===== src/rtl/log_comp_pkg.sv =====
// Shared constants, state encoding and the pixel-map helper for the log-compression scheduler.
// The optional statistics outputs are enabled with the LOG_COMP_STATS_EN macro.
package log_comp_pkg;

  localparam int INT_W  = 6;
  localparam int FRAC_W = 17;
  localparam int PIX_W  = 8;
  localparam int LOG_W  = INT_W + FRAC_W;

  localparam logic [PIX_W-1:0] PIX_MAX     = {PIX_W{1'b1}};
  localparam logic [LOG_W-1:0] PIX_MAX_EXT = {{(LOG_W-PIX_W){1'b0}}, PIX_MAX};

  typedef enum logic [1:0] {
    ST_IDLE  = 2'd0,
    ST_RUN   = 2'd1,
    ST_DRAIN = 2'd2,
    ST_DONE  = 2'd3
  } state_t;

  // Floor-subtracted, range-shifted log value before clamping to the pixel range.
  function automatic logic [LOG_W-1:0] log_shift(input logic [LOG_W-1:0] v,
                                                 input logic [LOG_W-1:0] floor_v,
                                                 input logic [4:0]       shift);
    logic [LOG_W-1:0] d;
    d = (v < floor_v) ? '0 : (v - floor_v);
    return d >> shift;
  endfunction

endpackage


===== src/rtl/log_comp_result_fifo.sv =====
// Small synchronous FIFO holding mapped pixels plus their position flags until the
// scan converter accepts them. Push and pop may coincide, including when full.
module log_comp_result_fifo #(
  parameter int DW    = 10,
  parameter int DEPTH = 4
) (
  input  logic          clk,
  input  logic          reset,
  input  logic          i_push,
  input  logic [DW-1:0] i_push_data,
  input  logic          i_pop,
  output logic [DW-1:0] o_pop_data,
  output logic          o_full,
  output logic          o_empty
);

  localparam int AW = $clog2(DEPTH);

  logic [AW:0]   r_wr_ptr;
  logic [AW:0]   r_rd_ptr;
  logic [DW-1:0] r_mem [DEPTH];
  logic          w_push_ok;
  logic          w_pop_ok;

  assign o_empty   = (r_wr_ptr == r_rd_ptr);
  assign o_full    = (r_wr_ptr[AW] != r_rd_ptr[AW]) && (r_wr_ptr[AW-1:0] == r_rd_ptr[AW-1:0]);
  assign w_pop_ok  = i_pop && !o_empty;
  assign w_push_ok = i_push && (!o_full || i_pop);
  assign o_pop_data = r_mem[r_rd_ptr[AW-1:0]];

  always_ff @(posedge clk or posedge reset) begin
    if (reset) begin
      r_wr_ptr <= '0;
      r_rd_ptr <= '0;
      for (int i = 0; i < DEPTH; i++) r_mem[i] <= '0;
    end else begin
      if (w_push_ok) begin
        r_mem[r_wr_ptr[AW-1:0]] <= i_push_data;
        r_wr_ptr <= r_wr_ptr + 1'b1;
      end
      if (w_pop_ok) r_rd_ptr <= r_rd_ptr + 1'b1;
    end
  end

endmodule


===== src/rtl/log_comp_scheduler.sv =====
// Sequences one frame of envelope samples through the shared log unit and maps results to pixels.
// Define LOG_COMP_STATS_EN to add the sat_count / floor_count statistics outputs.
module log_comp_scheduler
  import log_comp_pkg::*;
#(
  parameter int ENV_W            = 24,
  parameter int SAMPLES_PER_LINE = 512,
  parameter int LINES_PER_FRAME  = 128,
  parameter int MAX_OUT          = 4
) (
  input  logic              clk,
  input  logic              reset,
  input  logic              start,
  input  logic [LOG_W-1:0]  floor_q,
  input  logic [4:0]        dr_shift,
  output logic              busy,
  output logic              done,
  input  logic              env_valid,
  input  logic [ENV_W-1:0]  env_data,
  output logic              env_ready,
  output logic              log_in_valid,
  output logic [ENV_W-1:0]  log_in_data,
  input  logic              log_in_ready,
  input  logic              log_out_valid,
  input  logic [INT_W-1:0]  log_out_int,
  input  logic [FRAC_W-1:0] log_out_frac,
  output logic              pix_valid,
  output logic [PIX_W-1:0]  pix_data,
  output logic              pix_last_sample,
  output logic              pix_last_line,
  input  logic              pix_ready,
  output logic [1:0]        dbg_state
`ifdef LOG_COMP_STATS_EN
  ,
  output logic [15:0]       sat_count,
  output logic [15:0]       floor_count
`endif
);

  localparam int TOTAL = SAMPLES_PER_LINE * LINES_PER_FRAME;
  localparam int IW    = $clog2(TOTAL);
  localparam int SW    = $clog2(SAMPLES_PER_LINE);
  localparam int LW    = (LINES_PER_FRAME > 1) ? $clog2(LINES_PER_FRAME) : 1;
  localparam int CW    = $clog2(MAX_OUT + 1);
`ifdef LOG_COMP_STATS_EN
  localparam int FW    = PIX_W + 4;
`else
  localparam int FW    = PIX_W + 2;
`endif

  // Handshakes: a transfer happens in a cycle where valid && ready; valid never waits on ready.
  state_t           r_state;
  logic             r_busy;
  logic             r_done;
  logic [LOG_W-1:0] r_floor;
  logic [4:0]       r_shift;
  logic [CW-1:0]    r_credits;
  logic [IW-1:0]    r_issue_cnt;
  logic             r_map_valid;
  logic [PIX_W-1:0] r_map_pix;
  logic [SW-1:0]    r_tag_sample;
  logic [LW-1:0]    r_tag_line;

  logic             w_start_ok;
  logic             w_issue_ok;
  logic             w_issue;
  logic             w_last_issue;
  logic             w_pop;
  logic [LOG_W-1:0] w_log_v;
  logic [LOG_W-1:0] w_shifted;
  logic             w_sat;
  logic [PIX_W-1:0] w_pix;
  logic             w_tag_last_s;
  logic             w_tag_last_l;
  logic [FW-1:0]    w_push_data;
  logic [FW-1:0]    w_pop_data;
  logic             w_full;
  logic             w_empty;

  assign w_start_ok   = (r_state == ST_IDLE) && start;
  assign w_issue_ok   = (r_state == ST_RUN) && (r_credits < CW'(MAX_OUT));
  assign log_in_valid = env_valid && w_issue_ok;
  assign env_ready    = log_in_ready && w_issue_ok;
  assign log_in_data  = env_data;
  assign w_issue      = env_valid && env_ready;
  assign w_last_issue = w_issue && (r_issue_cnt == IW'(TOTAL - 1));
  assign w_pop        = pix_valid && pix_ready;

  assign busy      = r_busy;
  assign done      = r_done;
  assign dbg_state = r_state;

  always_ff @(posedge clk or posedge reset) begin
    if (reset) begin
      r_state <= ST_IDLE;
      r_busy  <= 1'b0;
      r_done  <= 1'b0;
      r_floor <= '0;
      r_shift <= '0;
    end else begin
      unique case (r_state)
        ST_IDLE: begin
          if (start) begin
            r_state <= ST_RUN;
            r_busy  <= 1'b1;
            r_floor <= floor_q;
            r_shift <= dr_shift;
          end
        end
        ST_RUN: begin
          if (w_last_issue) r_state <= ST_DRAIN;
        end
        ST_DRAIN: begin
          if (w_pop && pix_last_sample && pix_last_line) begin
            r_state <= ST_DONE;
            r_done  <= 1'b1;
          end
        end
        ST_DONE: begin
          r_state <= ST_IDLE;
          r_busy  <= 1'b0;
          r_done  <= 1'b0;
        end
        default: r_state <= ST_IDLE;
      endcase
    end
  end

  // Credits count samples between issue and pixel acceptance, so the buffer can never overflow.
  always_ff @(posedge clk or posedge reset) begin
    if (reset) begin
      r_credits   <= '0;
      r_issue_cnt <= '0;
    end else if (w_start_ok) begin
      r_credits   <= '0;
      r_issue_cnt <= '0;
    end else begin
      if (w_issue) r_issue_cnt <= r_issue_cnt + IW'(1);
      unique case ({w_issue, w_pop})
        2'b10:   r_credits <= r_credits + CW'(1);
        2'b01:   r_credits <= r_credits - CW'(1);
        default: r_credits <= r_credits;
      endcase
    end
  end

  assign w_log_v   = {log_out_int, log_out_frac};
  assign w_shifted = log_shift(w_log_v, r_floor, r_shift);
  assign w_sat     = (w_shifted > PIX_MAX_EXT);
  assign w_pix     = w_sat ? PIX_MAX : w_shifted[PIX_W-1:0];

`ifdef LOG_COMP_STATS_EN
  logic r_map_sat;
  logic r_map_below;
  logic w_out_sat;
  logic w_out_below;
`endif

  always_ff @(posedge clk or posedge reset) begin
    if (reset) begin
      r_map_valid <= 1'b0;
      r_map_pix   <= '0;
`ifdef LOG_COMP_STATS_EN
      r_map_sat   <= 1'b0;
      r_map_below <= 1'b0;
`endif
    end else begin
      r_map_valid <= log_out_valid && (r_state != ST_IDLE);
      r_map_pix   <= w_pix;
`ifdef LOG_COMP_STATS_EN
      r_map_sat   <= w_sat;
      r_map_below <= (w_log_v < r_floor);
`endif
    end
  end

  // Results return in issue order, so tagging at buffer write gives the same
  // position the pixel has when it is handed downstream.
  assign w_tag_last_s = (r_tag_sample == SW'(SAMPLES_PER_LINE - 1));
  assign w_tag_last_l = (r_tag_line == LW'(LINES_PER_FRAME - 1));

  always_ff @(posedge clk or posedge reset) begin
    if (reset) begin
      r_tag_sample <= '0;
      r_tag_line   <= '0;
    end else if (w_start_ok) begin
      r_tag_sample <= '0;
      r_tag_line   <= '0;
    end else if (r_map_valid) begin
      if (w_tag_last_s) begin
        r_tag_sample <= '0;
        r_tag_line   <= w_tag_last_l ? '0 : r_tag_line + LW'(1);
      end else begin
        r_tag_sample <= r_tag_sample + SW'(1);
      end
    end
  end

`ifdef LOG_COMP_STATS_EN
  assign w_push_data = {r_map_pix, r_map_sat, r_map_below, w_tag_last_s, w_tag_last_l};
  assign {pix_data, w_out_sat, w_out_below, pix_last_sample, pix_last_line} = w_pop_data;
`else
  assign w_push_data = {r_map_pix, w_tag_last_s, w_tag_last_l};
  assign {pix_data, pix_last_sample, pix_last_line} = w_pop_data;
`endif
  assign pix_valid = !w_empty;

  log_comp_result_fifo #(
    .DW    (FW),
    .DEPTH (MAX_OUT)
  ) u_fifo (
    .clk         (clk),
    .reset       (reset),
    .i_push      (r_map_valid),
    .i_push_data (w_push_data),
    .i_pop       (w_pop),
    .o_pop_data  (w_pop_data),
    .o_full      (w_full),
    .o_empty     (w_empty)
  );

  a_no_overflow: assert property (@(posedge clk) disable iff (reset)
    !(r_map_valid && w_full && !w_pop));

`ifdef LOG_COMP_STATS_EN
  logic [15:0] r_sat_count;
  logic [15:0] r_floor_count;

  always_ff @(posedge clk or posedge reset) begin
    if (reset) begin
      r_sat_count   <= '0;
      r_floor_count <= '0;
    end else if (w_start_ok) begin
      r_sat_count   <= '0;
      r_floor_count <= '0;
    end else if (w_pop) begin
      if (w_out_sat && (r_sat_count != 16'hFFFF))     r_sat_count   <= r_sat_count + 16'd1;
      if (w_out_below && (r_floor_count != 16'hFFFF)) r_floor_count <= r_floor_count + 16'd1;
    end
  end

  assign sat_count   = r_sat_count;
  assign floor_count = r_floor_count;
`endif

endmodule


===== config.mk =====
export PLATFORM = sky130hd
export DESIGN_NAME = log_comp_scheduler
export DESIGN_NICKNAME = d
export VERILOG_FILES = /design/src/rtl/log_comp_pkg.sv /design/src/rtl/log_comp_result_fifo.sv /design/src/rtl/log_comp_scheduler.sv
export SDC_FILE = /design/constraint.sdc
export NUM_CORES = 1
export LEC_CHECK = 0
export BUFFER_PORTS_ARGS = -buffer_cell sky130_fd_sc_hd__buf_2
export CORE_MARGIN = 2
export CORE_UTILIZATION = 60
export DETAILED_ROUTE_END_ITERATION = 12
export PLACE_DENSITY_LB_ADDON = 0.25
export SETUP_SLACK_MARGIN = 0.1
export SKIP_LAST_GASP = 1
export SYNTH_ARGS = -nofsm -noshare
export SYNTH_HDL_FRONTEND = slang
export SYNTH_HIERARCHICAL = 1
export SYNTH_SLANG_ARGS = --single-unit

===== constraint.sdc =====
create_clock -name clk -period 11.45 [get_ports clk]
set_clock_uncertainty 0.15 [all_clocks]
set_input_delay 2.29 -clock clk [delete_from_list [all_inputs] [get_ports clk]]
set_output_delay 2.29 -clock clk [all_outputs]
set_load 0.01 [all_outputs]

==> key figures, run 1 <==
STA
  – Worst Slack Setup Final: around 5.6 ns
  – Final hold slack: 0.3272 ns
  – TNS Setup: 0 ns
  – Clock period minus final worst setup slack: just under 6 ns
  – Worst Max-Slew Pin Slew: approximately 1.0 ns
  – Hold Fails Final Rpt: 0
  – Max-Slew Margin vs Limit: 33.65%
  – Final-report setup violation count: 0
  – Fin crit share: around half
  – Fmax: roughly 0.17 GHz
  – Unrepaired setup endpoints after global routing: no
  – Slew Limit Fails: 0

Floorplan
  – Die Y-Extent: 124.3 µm
  – # IOs: around 120
  – Die Area: 0.01544 mm²
  – FP Rows: 43
  – Horiz. Die Dim: roughly 120 µm
  – Initial Util: slightly above 60%
  – Core Region: 0.01399 mm²

Finish
  – Design Area, Final: 0.009599 mm²
  – Most common cell after layout, fill and taps aside: dfrtp_1
  – Most frequent cells in the layout: dfrtp_1, nand2_1, buf_2, o21ai_0, nor2_1
  – Layout cells sized above 1: roughly a fifth
  – Final core occ: between 60% and 70%
  – Fillcell total: ~1100
  – Layout area overhead: 10.61%
  – Nets: between 1000 and 1500

Detailed routing
  – Final wirelength: approximately 21 mm
  – Via/cell ratio: 6.262
  – Via count: 7314
  – Initial DRC count: 607
  – Pre-Repair DR Iteration Count: 5
  – DRC: 0
  – DR WL/cell: ~18 µm
  – ANT nets after route: 0

Worst setup path
  – Critical Path Start Type: primary input
  – CP required: approximately 12 ns
  – Crit end category: flop
  – Arr. time, crit path: about 6.0 ns
  – Crit Path Max Fanout: 8
  – Worst setup path category: in -> reg

GRT
  – First-pass GRT wire length: ~35 mm
  – Total GRT Usage: 27.89%
  – Grt ovf: 0
  – Vias in the first global route: between 7000 and 8000
  – Initial antenna violation count: 1
  – Largest net degree at the start of global routing: just under 90

Run
  – Number of max-cap violations: 0

CTS
  – Total CTS buffers: 17
  – H-tree depth: 4
  – Cts-stage hold buffer count: 0
  – Post-CTS Setup Bufs: 0
  – CTS Sinks: between 100 and 150
  – Clock transition at path regs: roughly 0.060 ns
  – Root buffer cell: clkbuf_16
  – Clock Tree Buf Depth: 2
  – Clk_lat worst skew: about 0.42 ns
  – Post-CTS sizing: 0
  – CTS tree: done

Power and ir drop
  – IR drop worst, VDD: 0.1042 mV
  – Lkg Pwr: approximately 4.3 nW
  – PD cells: 149.1 mW/mm²

Logic synthesis
  – Synthesized cell area: approximately 0.0087 mm²
  – Post-Syn Nets: ~1100
  – Cells after synthesis: about 950
  – Syn Area/Cell: a little over 9 µm²
  – Warnings from Yosys: 6

Placement
  – IO Port Bufs: 74
  – Post-DP HPWL: roughly 15 mm
  – Worst Setup Slack post-DPL: roughly 5.3 ns
  – Placed cell area: ~0.0089 mm²
  – GP Congestion: roughly 1.1

Hold path
  – Hold WC Path Type: reg -> reg

Outcome
  – Status: complete, no violations
[report_power, final]
group / internal (mW) / switching (mW)
clock network: 0.401 / 0.204
registers: 0.468 / 0.0624
logic: 0.130 / 0.166
[path summary, 6_finish.rpt]
path                                 startpoint                 end  slack [ns]  cells past startpoint
worst min-delay path                       done                done        0.33                      2
worst min register to register             done                done        0.33                      2
worst max-delay path            log_out_frac[6]        r_map_pix[1]        5.61                     13
worst max register to register       r_floor[7]        r_map_pix[1]        7.21                     13
min in group asynchronous                 reset  u_fifo/r_rd_ptr[2]        1.60                      2
max in group asynchronous                 reset          r_floor[5]        8.47                      3
[sequential cells by signal, summed over array words and instances, names as in the netlist, 3 cells and up]
name             flops
r_floor             23
r_map_pix            8
r_tag_sample         9
r_credits            3
u_fifo/r_wr_ptr      3
u_fifo/r_rd_ptr      3
r_shift              5
u_fifo/r_mem        40
r_tag_line           7
r_issue_cnt         16
[metrics by stage]
step,total power [mW],std cells
2_1_floorplan,0.7667,946
6_report,1.431,1168
5_1_grt,1.498,1168
4_1_cts,1.439,1167
3_3_place_gp,0.8181,1135
3_5_place_dp,0.8286,1135
[cell type report]
cell class | instances | area [µm²] | share of cell area, %
multi-input combinational | 713 | 5086 | 52.98
sequential | 122 | 3053 | 31.80
clock buffer | 20 | 456.7 | 4.758
timing repair buffer | 80 | 415.4 | 4.327
tap | 180 | 225.2 | 2.346
clock inverter | 12 | 209.0 | 2.177
inverter | 40 | 151.4 | 1.577
antenna | 1 | 2.502 | 0.02607
[worst max-delay path, cell delays in order]
cell and delay [ns]:
buf_2 0.10, ha_1 0.42, a21oi_2 0.13, o21ai_1 0.41, nor2b_1 0.49, or4_1 0.21, nand3_1 0.14, o32ai_1 0.46
a41oi_1 0.29, a2111oi_4 0.46, a21oi_2 0.08, nor3_4 0.31, o221ai_1 0.15
[routing by layer]
layer | GRT usage [%] | up-vias | wire (µm)
met4 | 11.30 | 0 | 603
met1 | 38.74 | 3450 | 9363
met3 | 4.811 | 66 | 1364
met2 | 43.65 | 306 | 9694
met5 | 0 | - | 0
li1 | - | 3492 | -
Power figures use the tool's default switching activity.
==> run 2, diff against run 1 <==
CORE_UTILIZATION = 59   (was 60)
clock period = 6.09 ns   (was 11.45 ns; I/O delays follow)
==> run 2 against run 1 <==
Effect of this change:
- worst hold slack lost 0.0012 ns
- wire length shrank 0.14%
- sequential share of layout area grew 0.14 points
==> key figures, run 2 (synthesis gave the netlist of run 1 again) <==
Detailed routing
  – Via count: 7333
  – ANT nets after route: 0
  – Via/cell ratio: around 6.3
  – Pre-Repair DR Iteration Count: 5
  – Final wirelength: 21.00 mm
  – DR WL/cell: approximately 18 µm
  – DRC: 0
  – Initial DRC count: 586

CTS
  – Root buffer cell: clkbuf_16
  – Clk_lat worst skew: 0.43 ns
  – CTS Sinks: 122
  – Clock transition at path regs: approximately 0.060 ns
  – Clock Tree Buf Depth: 2
  – CTS tree: done
  – Post-CTS sizing: 0
  – Cts-stage hold buffer count: 0
  – H-tree depth: 4
  – Post-CTS Setup Bufs: 0
  – Total CTS buffers: 17

Finish
  – Largest regs: u_fifo/r_mem x40, r_floor x23, r_issue_cnt x16
  – Most common cell after layout, fill and taps aside: dfrtp_1
  – Largest register FFs: 40
  – Design Area, Final: 0.009557 mm²
  – Fin cells: between 1000 and 1500
  – Layout area overhead: 10.12%
  – Nets: around 1100
  – Fillcell total: about 1200
  – Most flops, register: u_fifo/r_mem
  – Layout cells sized above 1: about a fifth
  – Most frequent cells in the layout: dfrtp_1, nand2_1, buf_2, o21ai_0, nor2_1

GRT
  – Vias in the first global route: between 6000 and 7000
  – Grt ovf: 0
  – Total GRT Usage: a little over a quarter
  – Largest net degree at the start of global routing: 77
  – Initial antenna violation count: 1
  – First-pass GRT wire length: around 35 mm

Worst setup path
  – Critical Path Start Type: primary input
  – Arr. time, crit path: 4.91 ns
  – CP required: slightly above 6 ns
  – Crit Path Max Fanout: 10
  – Worst setup path category: in -> reg
  – CP Launch Point: log_out_frac[9]
  – Crit end category: flop
  – Worst reg2reg path startpoint: r_floor[9]

STA
  – Unrepaired setup endpoints after global routing: no
  – Final-report setup violation count: 0
  – Max-Slew Margin vs Limit: 34.02%
  – TNS Setup: 0 ns
  – Hold Fails Final Rpt: 0
  – Worst Slack Setup Final: 1.308 ns
  – Fin crit share: 78.53%
  – Worst Max-Slew Pin Slew: 0.9897 ns
  – Clock period minus final worst setup slack: approximately 4.8 ns
  – Slew Limit Fails: 0
  – Fmax: roughly 0.21 GHz

Floorplan
  – Horiz. Die Dim: 125.3 µm
  – FP Rows: between 40 and 50
  – # IOs: between 100 and 150
  – Die Y-Extent: between 100 and 150 µm
  – Core Region: approximately 0.014 mm²
  – Initial Util: between 50% and 60%
  – Die Area: 0.01570 mm²

Hold path
  – Hold WC Path Type: reg -> reg
  – Hold_sp: busy

Power and ir drop
  – Pwr Total: 2.609 mW
  – Portion of total power attributed to sequential cells: a little under two fifths
  – Share of total power in combinational logic: a little over a fifth
  – Switch Pwr: 0.8175 mW
  – Clock share of power: between 40% and 50%
  – Internal cell power: approximately 1.8 mW
  – PD cells: around 270 mW/mm²
  – Lkg Pwr: 4.308 nW
  – IR drop worst, VDD: 0.2185 mV
  – Sw Ratio: 31.34%

Outcome
  – Status: complete, no violations

Run
  – Number of max-cap violations: 0

Placement
  – IO Port Bufs: 74
  – Post-DP HPWL: 14.79 mm
  – DP Cell Count: between 1000 and 1500
  – GP Congestion: between 0.9 and 1
  – Placed cell area: between 0.008 and 0.009 mm²
  – Worst Setup Slack post-DPL: slightly above 1 ns
run 2: per-layer routing:
metal | share of wire [%] | vias up | global-route usage [%]
met5 | 0 | - | 0
met4 | 2.5 | 0 | 9.673
met3 | 5.6 | 40 | 5.263
met2 | 47 | 292 | 42.84
met1 | 45 | 3499 | 37.58
li1 | - | 3502 | -
run 2: critical path, stage by stage:
cell and delay (ns):
buf_2 0.10, ha_1 0.42, a21oi_1 0.23, o21ai_0 0.29, and2_1 0.29, or4_4 0.43, a2111oi_0 0.54, a311oi_1 0.15
or2_2 0.36, a2111oi_4 0.32, a21oi_2 0.08, nor3_4 0.32, o221ai_1 0.15
run 2: stage by stage:
stage / hold WS [ns] / util [%]
after global placement: 0.3142 / 61.71
after global routing: 0.3553 / 66.00
after detailed placement: 0.3127 / 61.71
after floorplan: 0.2997 / -
after CTS: 0.3256 / 65.99
final: 0.3260 / 66.00
run 2: worst paths after layout:
path | end | slack (ns) | cells past startpoint
min in group asynchronous | u_fifo/r_wr_ptr[0] | 0.80 | 3
max reg2reg | r_map_pix[1] | 1.85 | 13
min | busy | 0.33 | 2
min reg2reg | busy | 0.33 | 2
max in group asynchronous | r_floor[12] | 4.20 | 3
max | r_map_pix[1] | 1.31 | 13
run 2: power groups by stage:
stage / Clock, mW / Combinational [mW] / Sequential, mW
global placement: 0 / 0.532 / 1.01
detailed placement: 0 / 0.550 / 1.01
finish: 1.06 / 0.553 / 0.997
floorplan: 0 / 0.482 / 0.960
CTS: 1.07 / 0.557 / 0.997
global route: 1.11 / 0.610 / 1.01
run 2: final cells by class:
cell class                      instances  area (µm²)  area share, %
Tap cell                              184       230.2          2.409
Multi-Input combinational cell        713        5086          53.22
Antenna cell                            1       2.502        0.02618
Inverter                               40       150.1          1.571
Clock inverter                         13       166.4          1.741
Sequential cell                       122        3053          31.95
Clock buffer                           19       452.9          4.739
Timing Repair Buffer                   80       415.4          4.347
==> run 3, diff against run 2 <==
clock period = 4.71 ns   (was 6.09 ns; I/O delays follow)
==> run 3 against run 2 <==
Effect of this change:
- first-iteration DRC count fell by 14%
- critical path depth did not move
- critical endpoint unchanged
- cell area rose by 2.1%
- clock power rose by 22%
- cell count rose by 2.6%
- largest power group unchanged
- global-route usage barely moved
- register-to-register slack got worse by 1.2 ns
==> key figures, run 3 (synthesis gave the netlist of run 1 again) <==
Worst setup path
  – CP Launch Point: log_out_frac[12]
  – Worst-path cell chain: buf_2 > ha_1 > and4_4 > and2_1 > a21boi_1 > or4_4 > a2111oi_0 > a311oi_1 > or2_2 > a2111oi_4 > a21oi_2 > nor3_4 > o221ai_1
  – Critical Path End: r_map_pix[1]
  – Crit end category: flop
  – Worst reg2reg path startpoint: r_floor[12]
  – Critical path's largest stage delay: 0.51 ns
  – Worst R2R Setup Slack: about 0.70 ns
  – Worst path bufs/invs: 1
  – Crit Path Max Fanout: 9
  – Critical Path Start Type: primary input
  – Arr. time, crit path: around 4.4 ns
  – Worst reg2reg path depth: 13
  – CP delay by family, top: simple AND/OR/NAND/NOR gates
  – CP max-delay cell: or4_4
  – Logic depth of the worst path, buffers included: 13
  – CP required: 4.84 ns
  – Crit Reg-Reg Endpoint: r_map_pix[1]
  – Worst setup path category: in -> reg

Finish
  – Nets: 1126
  – Most flops, register: u_fifo/r_mem
  – Area of the multi-input gates: ~0.0051 mm²
  – Layout cells sized above 1: 21.79%
  – Fin cells: 1203
  – Largest register FFs: 40
  – Register area: between 0.003 and 0.004 mm²
  – Fillcell total: around 1200
  – Most frequent cells in the layout: dfrtp_1, nand2_1, buf_2, o21ai_0, nor2_1
  – Antenna diodes: 0
  – Largest regs: u_fifo/r_mem x40, r_floor x23, r_issue_cnt x16
  – Most common cell after layout, fill and taps aside: dfrtp_1
  – Layout area overhead: 12.47%
  – Design Area, Final: approximately 0.01 mm²

Placement
  – Placed cell area: 0.009175 mm²
  – DP Cell Count: about 1200
  – GP Congestion: a little under 1
  – Post-DP HPWL: 15.18 mm
  – IO Port Bufs: 74

CTS
  – Clock transition at path regs: approximately 0.06 ns
  – Post-CTS Setup Bufs: 0
  – Cts-stage hold buffer count: 0
  – Total CTS buffers: 17
  – CTS Sinks: between 100 and 150
  – Clock Tree Buf Depth: 2
  – Root buffer cell: clkbuf_16
  – Clk_lat worst skew: 0.42 ns
  – H-tree depth: 4
  – CTS tree: done
  – Post-CTS sizing: 0

STA
  – Unrepaired setup endpoints after global routing: no
  – Final-report setup violation count: 0
  – Fin crit share: 90.74%
  – Worst Max-Slew Pin Slew: 0.9418 ns
  – Clock period minus final worst setup slack: between 4 and 5 ns
  – Slew Limit Fails: 0
  – Hold Fails Final Rpt: 0
  – TNS Setup: 0 ns
  – Max-Slew Margin vs Limit: 37.00%
  – Fmax: approximately 0.23 GHz

Outcome
  – Status: complete, no violations

GRT
  – Vias in the first global route: around 7200
  – Grt ovf: 0
  – Total GRT Usage: between 20 and 30%
  – First-pass GRT wire length: ~35 mm
  – Largest net degree at the start of global routing: 53
  – Initial antenna violation count: 0

Floorplan
  – FP Rows: 44
  – Die Area: between 0.015 and 0.02 mm²
  – Die Y-Extent: 125.3 µm
  – Core Region: about 0.014 mm²
  – Initial Util: 59.94%
  – # IOs: between 100 and 150
  – Horiz. Die Dim: around 130 µm

Detailed routing
  – Pre-Repair DR Iteration Count: 5
  – DR WL/cell: roughly 17 µm
  – DRC: 0
  – Initial DRC count: around 510
  – Final wirelength: around 21 mm
  – Via/cell ratio: 6.209
  – ANT nets after route: 0
  – Via count: 7469

Power and ir drop
  – Lkg Pwr: between 4 and 5 nW
  – Share of total power in combinational logic: 23.0%
  – IR drop worst, VDD: between 0.2 and 0.3 mV
  – Sw Ratio: about a third
  – PD cells: roughly 340 mW/mm²
  – Switch Pwr: ~1.0 mW
  – Portion of total power attributed to sequential cells: between 30 and 40%
  – Clock share of power: between 30% and 40%
  – Internal cell power: around 2.3 mW

Hold path
  – Hold WC Path Type: reg -> reg

Run
  – Number of max-cap violations: 0
run 3: cell type report:
class | instances | area share (%)
multi-input cells | 713 | 52.11
flip-flops and latches | 122 | 31.28
repair buffers | 112 | 6.717
clock buffers | 18 | 4.499
well taps | 184 | 2.359
inverters | 40 | 1.538
clock inverters | 14 | 1.500
run 3: per-layer routing:
metal / GRT usage [%] / up-vias / routed length (µm)
li1: - / 3559 / -
met1: 35.14 / 3561 / 8951
met2: 45.20 / 296 / 10140
met3: 5.648 / 53 / 1196
met4: 10.20 / 0 / 563
met5: 0 / - / 0
run 3: worst min path at each step:
stage,startpoint,end,depth (start not counted)
5_1_grt,u_fifo/r_mem[8],u_fifo/r_mem[8],1
3_5_place_dp,done,done,2
4_1_cts,done,done,2
6_report,done,done,2
2_1_floorplan,r_floor[0],r_floor[0],2
3_3_place_gp,busy,busy,2
run 3: per-stage QoR:
| stage | power (mW) | hold WS (ns) | util (%) | worst slack (ns) |
|---|---|---|---|---|
| after floorplan | 1.864 | 0.2997 | - | 0.4548 |
| after global placement | 2.007 | 0.3121 | 63.37 | 0.1491 |
| after detailed placement | 2.031 | 0.3155 | 63.37 | 0.07591 |
| after CTS | 3.332 | 0.3287 | 67.41 | 0.4932 |
| after global routing | 3.471 | 0.3522 | 67.41 | 0.2321 |
| final | 3.308 | 0.3216 | 67.41 | 0.4360 |
run 3: worst min-delay path, cell delays in order (launching register included):
cell and delay, ns:
dfrtp_1 0.34, nand2_1 0.04, o21ai_0 0.05
run 3: power groups by stage:
stage	Combinational, mW	Sequential, mW	Clock, mW
floorplan	0.623	1.24	0
global placement	0.737	1.27	0
detailed placement	0.761	1.27	0
CTS	0.767	1.26	1.31
global route	0.845	1.27	1.36
finish	0.759	1.26	1.29
